==> src/rtl/score_keeper.sv <==
// Game scoring stage: turns gameplay event pulses into registered score, lives
// and high-score outputs for the seven-segment display, and runs the IDLE/PLAY/OVER FSM.
module score_keeper #(
  parameter int unsigned MAX_SCORE   = 9999,
  parameter int unsigned START_LIVES = 3,
  parameter int unsigned MAX_COMBO   = 4
) (
  input  logic        clk,
  input  logic        rst,
  input  logic        game_start,
  input  logic        brick_hit,
  input  logic [2:0]  brick_row,
  input  logic        paddle_hit,
  input  logic        ball_lost,
  output logic [13:0] current_score,
  output logic [13:0] high_score,
  output logic [1:0]  lives,
  output logic        game_over,
  output logic        playing,
  output logic        new_high
);

  localparam int CW = $clog2(MAX_COMBO + 1);
  localparam logic [13:0]   MAX_S   = 14'(MAX_SCORE);
  localparam logic [1:0]    LIVES_S = 2'(START_LIVES);
  localparam logic [CW-1:0] MAX_C   = CW'(MAX_COMBO);
  localparam logic [CW-1:0] ONE_C   = CW'(1);

  typedef enum logic [1:0] {
    IDLE = 2'd0,
    PLAY = 2'd1,
    OVER = 2'd2
  } state_t;

  state_t        state, state_next;
  logic [CW-1:0] combo, combo_next;
  logic [13:0]   score_next, high_next;
  logic [1:0]    lives_next;
  logic          over_first, over_first_next;
  logic          new_high_next;
  logic [3:0]    base;
  logic [14:0]   points, sum;

  // Brick value; combo never exceeds MAX_COMBO so no extra clamp is needed.
  always_comb begin
    base   = 4'd8 - {1'b0, brick_row};
    points = 15'(base) * 15'(combo);
    sum    = {1'b0, current_score} + points;
  end

  // Next-state and next-output logic.
  always_comb begin
    state_next      = state;
    score_next      = current_score;
    high_next       = high_score;
    lives_next      = lives;
    combo_next      = combo;
    new_high_next   = 1'b0;
    over_first_next = 1'b0;

    // The finished game's score is compared in the first OVER cycle, even if a new game starts then.
    if (over_first && (current_score > high_score)) begin
      high_next     = current_score;
      new_high_next = 1'b1;
    end else begin
      high_next     = high_score;
      new_high_next = 1'b0;
    end

    case (state)
      IDLE, OVER: begin
        if (game_start) begin
          state_next = PLAY;
          score_next = 14'd0;
          lives_next = LIVES_S;
          combo_next = ONE_C;
        end else begin
          state_next = state;
        end
      end
      PLAY: begin
        if (game_start) begin
          score_next = 14'd0;
          lives_next = LIVES_S;
          combo_next = ONE_C;
        end else begin
          if (brick_hit) begin
            score_next = (sum > {1'b0, MAX_S}) ? MAX_S : sum[13:0];
          end else begin
            score_next = current_score;
          end
          if (ball_lost || paddle_hit) begin
            combo_next = ONE_C;
          end else if (brick_hit && (combo < MAX_C)) begin
            combo_next = combo + ONE_C;
          end else begin
            combo_next = combo;
          end
          if (ball_lost && (lives <= 2'd1)) begin
            lives_next      = 2'd0;
            state_next      = OVER;
            over_first_next = 1'b1;
          end else if (ball_lost) begin
            lives_next = lives - 2'd1;
          end else begin
            lives_next = lives;
          end
        end
      end
      default: begin
        state_next = IDLE;
      end
    endcase
  end

  // State and registered outputs; game_over/playing decode the next state so they align with it.
  always_ff @(posedge clk or posedge rst) begin
    if (rst) begin
      state         <= IDLE;
      current_score <= 14'd0;
      high_score    <= 14'd0;
      lives         <= 2'd0;
      combo         <= ONE_C;
      over_first    <= 1'b0;
      new_high      <= 1'b0;
      game_over     <= 1'b0;
      playing       <= 1'b0;
    end else begin
      state         <= state_next;
      current_score <= score_next;
      high_score    <= high_next;
      lives         <= lives_next;
      combo         <= combo_next;
      over_first    <= over_first_next;
      new_high      <= new_high_next;
      game_over     <= (state_next == OVER);
      playing       <= (state_next == PLAY);
    end
  end

endmodule

==> config.mk <==
export PLATFORM = sky130hd
export DESIGN_NAME = score_keeper
export DESIGN_NICKNAME = d
export VERILOG_FILES = /design/src/rtl/score_keeper.sv
export SDC_FILE = /design/constraint.sdc
export NUM_CORES = 1
export LEC_CHECK = 0
export ABC_AREA = 1
export ABC_CLOCK_PERIOD_IN_PS = 7300
export CORE_MARGIN = 1
export CORE_UTILIZATION = 27
export CTS_BUF_LIST = sky130_fd_sc_hd__clkbuf_8
export DETAILED_ROUTE_END_ITERATION = 7
export PLACE_DENSITY_LB_ADDON = 0.25
export SYNTH_ARGS = -nofsm -noshare
export SYNTH_HDL_FRONTEND = slang
export SYNTH_SLANG_ARGS = --single-unit
==> constraint.sdc <==
create_clock -name clk -period 7.3 [get_ports clk]
set_clock_uncertainty 0.1 [all_clocks]
set_input_delay 0.73 -clock clk [delete_from_list [all_inputs] [get_ports clk]]
set_output_delay 0.73 -clock clk [all_outputs]
set_load 0.05 [all_outputs]
Yosys cells after proc, flatten, opt, wreduce, memory -nomap -nowiden
Index checks and enable logic that the tools add are counted.
{"block": "op_classes", "n_mul": 1, "n_addsub": 4, "n_eq_ne": 8, "mux": 23, "n_reduce_logical": 10, "n_lt_le_gt_ge": 4}
{"operator": "14-bit 2-to-1 mux", "n": 4}
{"operator": "14-bit case mux with 2 select lines", "n": 1}
{"operator": "14-bit by 7-bit adder with 15-bit output", "n": 1}
{"operator": "15-bit by 14-bit greater-than comparator with 1-bit output, second input constant", "n": 1}
{"operator": "14-bit greater-than comparator", "n": 1}
{"operator": "2-bit 2-to-1 mux", "n": 7}
{"operator": "3-bit 2-to-1 mux", "n": 4}
{"operator": "3-bit AND reduction", "n": 3}
{"operator": "4-bit inequality test, second input constant", "n": 2}
{"operator": "2-bit case mux with 2 select lines", "n": 2}
{"operator": "4-bit by 3-bit multiplier with 7-bit output", "n": 1}
{"operator": "3-bit case mux with 2 select lines", "n": 1}
{"operator": "2-bit by 1-bit == test with 1-bit output, second input constant", "n": 2}
{"operator": "2-bit == test, second input constant", "n": 2}
{"operator": "1-bit 2-to-1 mux", "n": 4}
{"operator": "4-bit by 3-bit subtractor with 4-bit output, first input constant", "n": 1}
{"operator": "3-bit by 1-bit adder with 3-bit output, second input constant", "n": 1}
{"operator": "1-bit logical AND", "n": 3}
{"operator": "3-bit < comparator, second input constant", "n": 1}
{"operator": "3-bit inequality test, second input constant", "n": 1}
{"operator": "2-bit by 1-bit less-or-equal comparator with 1-bit output, second input constant", "n": 1}
{"operator": "2-bit zero test", "n": 1}
{"operator": "2-bit inequality test, second input constant", "n": 1}
{"operator": "2-bit nonzero test", "n": 1}
{"operator": "3 further kinds", "n": 3}
{"block": "totals", "in_bits": 9, "regBits": 39}

Logic depth before layout (Yosys ltp)
{"block": "logic_depth", "ltp_word": 8, "mapped_depth": 25, "depth_no_buf": 24}

Worst setup path before layout
Ideal clock, no wire load.
{"block": "synth_timing", "path_kind": "input port to flip-flop", "startpoint": "input port brick_row[0]", "endpoint": "register current_score[7]", "path_buffers": 1, "required_time_ps": 7082, "setup_ps": 118, "cell_stages": 21, "path_slack_ps": 3266, "arrival_ps": 3816, "path_cell_list": "inv_1 -> ha_1 -> xor2_1 -> or2_2 -> fa_1 -> fa_1 -> inv_1 -> fa_1 -> nand3_1 -> nand2_1 -> nand2_1 -> nand2_1 -> nand2_1 -> nand2_1 -> nor2_1 -> nand3_1 -> nand2_1 -> nand2_2 -> buf_6 -> nand3b_1 -> nand2_1"}
{"block": "synth_between", "elab_chain_len": 8}
{"item": "start, declared", "line": "12", "text": "input logic [2:0] brick_row,"}
{"item": "4-bit by 3-bit subtractor with 4-bit output (*)", "line": "46", "text": "base = 4'd8 - {1'b0, brick_row};"}
{"item": "4-bit by 3-bit multiplier with 7-bit output (*)", "line": "47", "text": "points = 15'(base) * 15'(combo);"}
{"item": "14-bit by 7-bit adder with 15-bit output (*)", "line": "48", "text": "sum = {1'b0, current_score} + points;"}
{"item": "15-bit by 14-bit greater-than comparator with 1-bit output", "line": "88", "text": "score_next = (sum > {1'b0, MAX_S}) ? MAX_S : sum[13:0];"}
{"item": "14-bit 2-to-1 mux (*)", "line": "88"}
{"item": "14-bit 2-to-1 mux (*)", "line": "87", "text": "if (brick_hit) begin"}
{"item": "14-bit 2-to-1 mux (*)", "line": "82", "text": "if (game_start) begin"}
{"item": "14-bit case mux with 2 select lines (*)", "line": "70", "text": "case (state)"}
{"item": "end signal, assigned", "line": "130", "text": "current_score <= score_next;"}
{"item": "end, declared", "line": "15", "text": "output logic [13:0] current_score,"}
Every way passes the cells marked *; elsewhere a longest branch is shown, timed or not. The select of a mux whose other input is x is not followed.
A chain may end at the register's enable or synchronous reset.

Final worst setup path
{"block": "layout_timing", "startpoint": "input port brick_row[0]", "endpoint": "register current_score[5]"}
The elaborated chain is that of the path after synthesis.

==> results by group <==
Worst setup path
  • Worst-path cell chain: clkdlybuf4s50_1 > inv_1 > ha_1 > xor2_1 > or2_2 > fa_1 > fa_1 > inv_1 > fa_1 > nand3_1 > nand2_1 > nand2_1 > nand2_1 > nand2_1 > nand2_1 > nor2_1 > nand3_1 > nand2_1 > nand2_2 > nand3_1 > nand2_1
  • Worst-path fanout max: 13
  • Worst Setup Start Kind: input port
  • Slowest stage delay, CP: 0.54 ns
  • Worst Path Arrival: 4.65 ns
  • Cell family with most CP delay: adder cells
  • Req. time, crit path: 7.37 ns
  • Worst path buffer plus inverter count: 3
  • Most used cell, CP: nand2_1
  • CP Capture Type: register
  • CP Class: input port to register
  • Slowest-stage cell, CP: clkdlybuf4s50_1

Clock tree
  • # Post-CTS Setup Buffers: 0
  • Post-cts resize count: 0
  • CTS Hold Bufs: 0
  • Longest Clk Path Bufs: 2
  • CTS tree: yes
  • CTS root buffer: clkbuf_8
  • CTS Sinks: 39
  • Total CTS buffers: 5
  • Worst-Skew Late Latency: 0.28 ns
  • Reg clk slew, reported paths: 0.08 ns
  • H-tree depth: 2

Floorplanning
  • Chip Width: 106 um
  • Initial core utilization: 27.9%
  • Placeable Area: 0.0104 mm2
  • # rows: 37
  • Die H: 106 um
  • DIE AREA: 0.0111 mm2
  • Top-Level Pins: 42

Global routing
  • Total Routing Usage GR: 12.9%
  • Global route overflow: 0
  • Global-route wire length before repair: 11500 um
  • Vias in the first global route: 2402
  • Initial antenna violation count: 0
  • Largest net degree at the start of global routing: 40

Final layout
  • Commonest non-fill, non-tap cell in the layout: nand2_1
  • Synth-to-layout area growth: 21.7%
  • N_diodes: 0
  • Fin area: 0.00352 mm2
  • Commonest cells after routing, fill and taps aside: nand2_1, inv_1, clkdlybuf4s50_1
  • Post-route insts no fill: 579
  • Layout cell share with drive strength beyond 1: 5.19%
  • Nets@finish: 486
  • Core Util, Final: 34.0%

Power and ir drop
  • Worst VDD drop: 0.000184 V
  • P_leak: 1.87 nW
  • Power Density: 260 mW/mm2
  • Total power: 0.915 mW

Route
  • Met3 Routed Length: 253 um
  • Wirelength per Cell: 11.9 um
  • Met1 wire length: 3350 um
  • Met2 routed WL: 3260 um
  • Routed Antenna Nets: 0
  • Initial drt markers: 91
  • Via count: 2534
  • Post-route DRC: 0
  • First drt pass iteration count: 4
  • Avg Vias per Cell: 4.38
  • Uppermost layer routed: met4
  • Drt total wl: 6870 um

Timing
  • Setup Viol. Count Final: 0
  • Slew Limit Fails: 0
  • Final Hold Fails: 0
  • Tcrit/Tclk final: 62.6%
  • RSZ-0062 raised after global routing: no
  • Hold Slack: 0.415 ns
  • Post-Route Setup TNS: 0 ns
  • Setup ws final: 2.73 ns
  • Rel. slew slack: 40.3%
  • Max Clk Rate: 219 MHz
  • Tmin final: 4.57 ns
  • Slew @ Worst Pin: 0.892 ns

Placement
  • DP Worst Slack: 2.44 ns
  • Routability cong.: 0.824
  • Placed Instances: 572
  • HPWL after DPL: 5510 um
  • Port-buffer cells: 41
  • Post-DP Area: 0.00344 mm2

Yosys
  • Avg Inst Size Synth: 7.24 um2
  • Area leader, netlist: dfrtp_1
  • Area share of the largest cell type after synthesis: 32.8%
  • EDFF count, synth: 0
  • Synth top area cells: dfrtp_1, nand2_1, ha_1
  • Post-synthesis register bit count: 39
  • Synth Instances: 400
  • Async set-reset flop share out of synthesis: 100%
  • Post-synthesis sequential area ratio: 33.8%
  • Synth warnings: 0
  • Post-synthesis cell area: 0.00290 mm2
  • Top_reg_cell synth: dfrtp_1
  • Library cells used by synthesis: 30
  • Post-Syn Nets: 443

Min path
  • Worst min path class: register to register

Job
  • Max_cap viols: 0

Status
  • Status: complete, no violations
worst paths after layout:
kind	start	endpoint	slack, ns	cells past startpoint
min	high_score[8]	high_score[8]	0.41	2
max reg2reg	combo[0]	current_score[5]	3.49	18
min reg2reg	high_score[8]	high_score[8]	0.41	2
min in group asynchronous	rst	high_score[12]	0.77	3
max in group asynchronous	rst	combo[0]	5.95	3
max	brick_row[0]	current_score[5]	2.73	21
registers in the layout (all words and copies together), names as in the netlist, 2 cells and up:
name,flops
current_score,14
high_score,14
combo,3
lives,2
state,2
cell type report:
type                       instances  area, um2
inverter                          84        315
sequential                        39        977
multi-input combinational        271       1560
fill                            1139       6850
tap                              136        170
timing repair buffer              42        418
clock buffer                       6       82.6
clock inverter                     1       5.00
cells in the mapped netlist, types with 4 or more instances:
cell type  count
ha_1          27
o21ai_0       22
nand2_2        6
nand2_1      121
fa_1           7
inv_1         84
nand4_1        6
dfrtp_1       38
a21oi_1       10
nand3_1       26
nor3_1         4
nor2_1        23
cell families (layout without fill, tap and decap cells):
group | after synthesis | in the layout | share of synthesized area (%)
adder cells (fa/ha/maj) | 34 | 34 | 16.5
AND/OR/NAND/NOR | 193 | 193 | 28.3
AO/OA/AOI/OAI | 41 | 41 | 8.04
flip-flops | 39 | 39 | 33.8
buffers and inverters | 90 | 133 | 12.5
XOR/XNOR | 3 | 3 | 0.908
metal layers:
layer,vias up,GRT usage (%)
met2,36,22.4
met1,1176,17.1
met3,2,2.41
li1,1320,-
met4,0,1.49
met5,-,0
power breakdown:
| group | leakage, nW | internal [mW] | switching (mW) |
|---|---|---|---|
| Sequential | 0.526 | 0.257 | 0.0362 |
| Combinational | 1.30 | 0.163 | 0.311 |
| Clock | 0.0470 | 0.0742 | 0.0737 |
| Total | 1.87 | 0.494 | 0.421 |
worst register-to-register path, stage by stage, from the launching register on:
cell,delay (ns)
dfstp_2,0.56
inv_1,0.08
or2_2,0.30
fa_1,0.47
fa_1,0.51
inv_1,0.07
fa_1,0.47
nand3_1,0.11
nand2_1,0.08
nand2_1,0.11
nand2_1,0.06
nand2_1,0.05
nand2_1,0.06
nor2_1,0.08
nand3_1,0.09
nand2_1,0.08
nand2_2,0.18
nand3_1,0.17
nand2_1,0.06
Power figures use the tool's default switching activity.
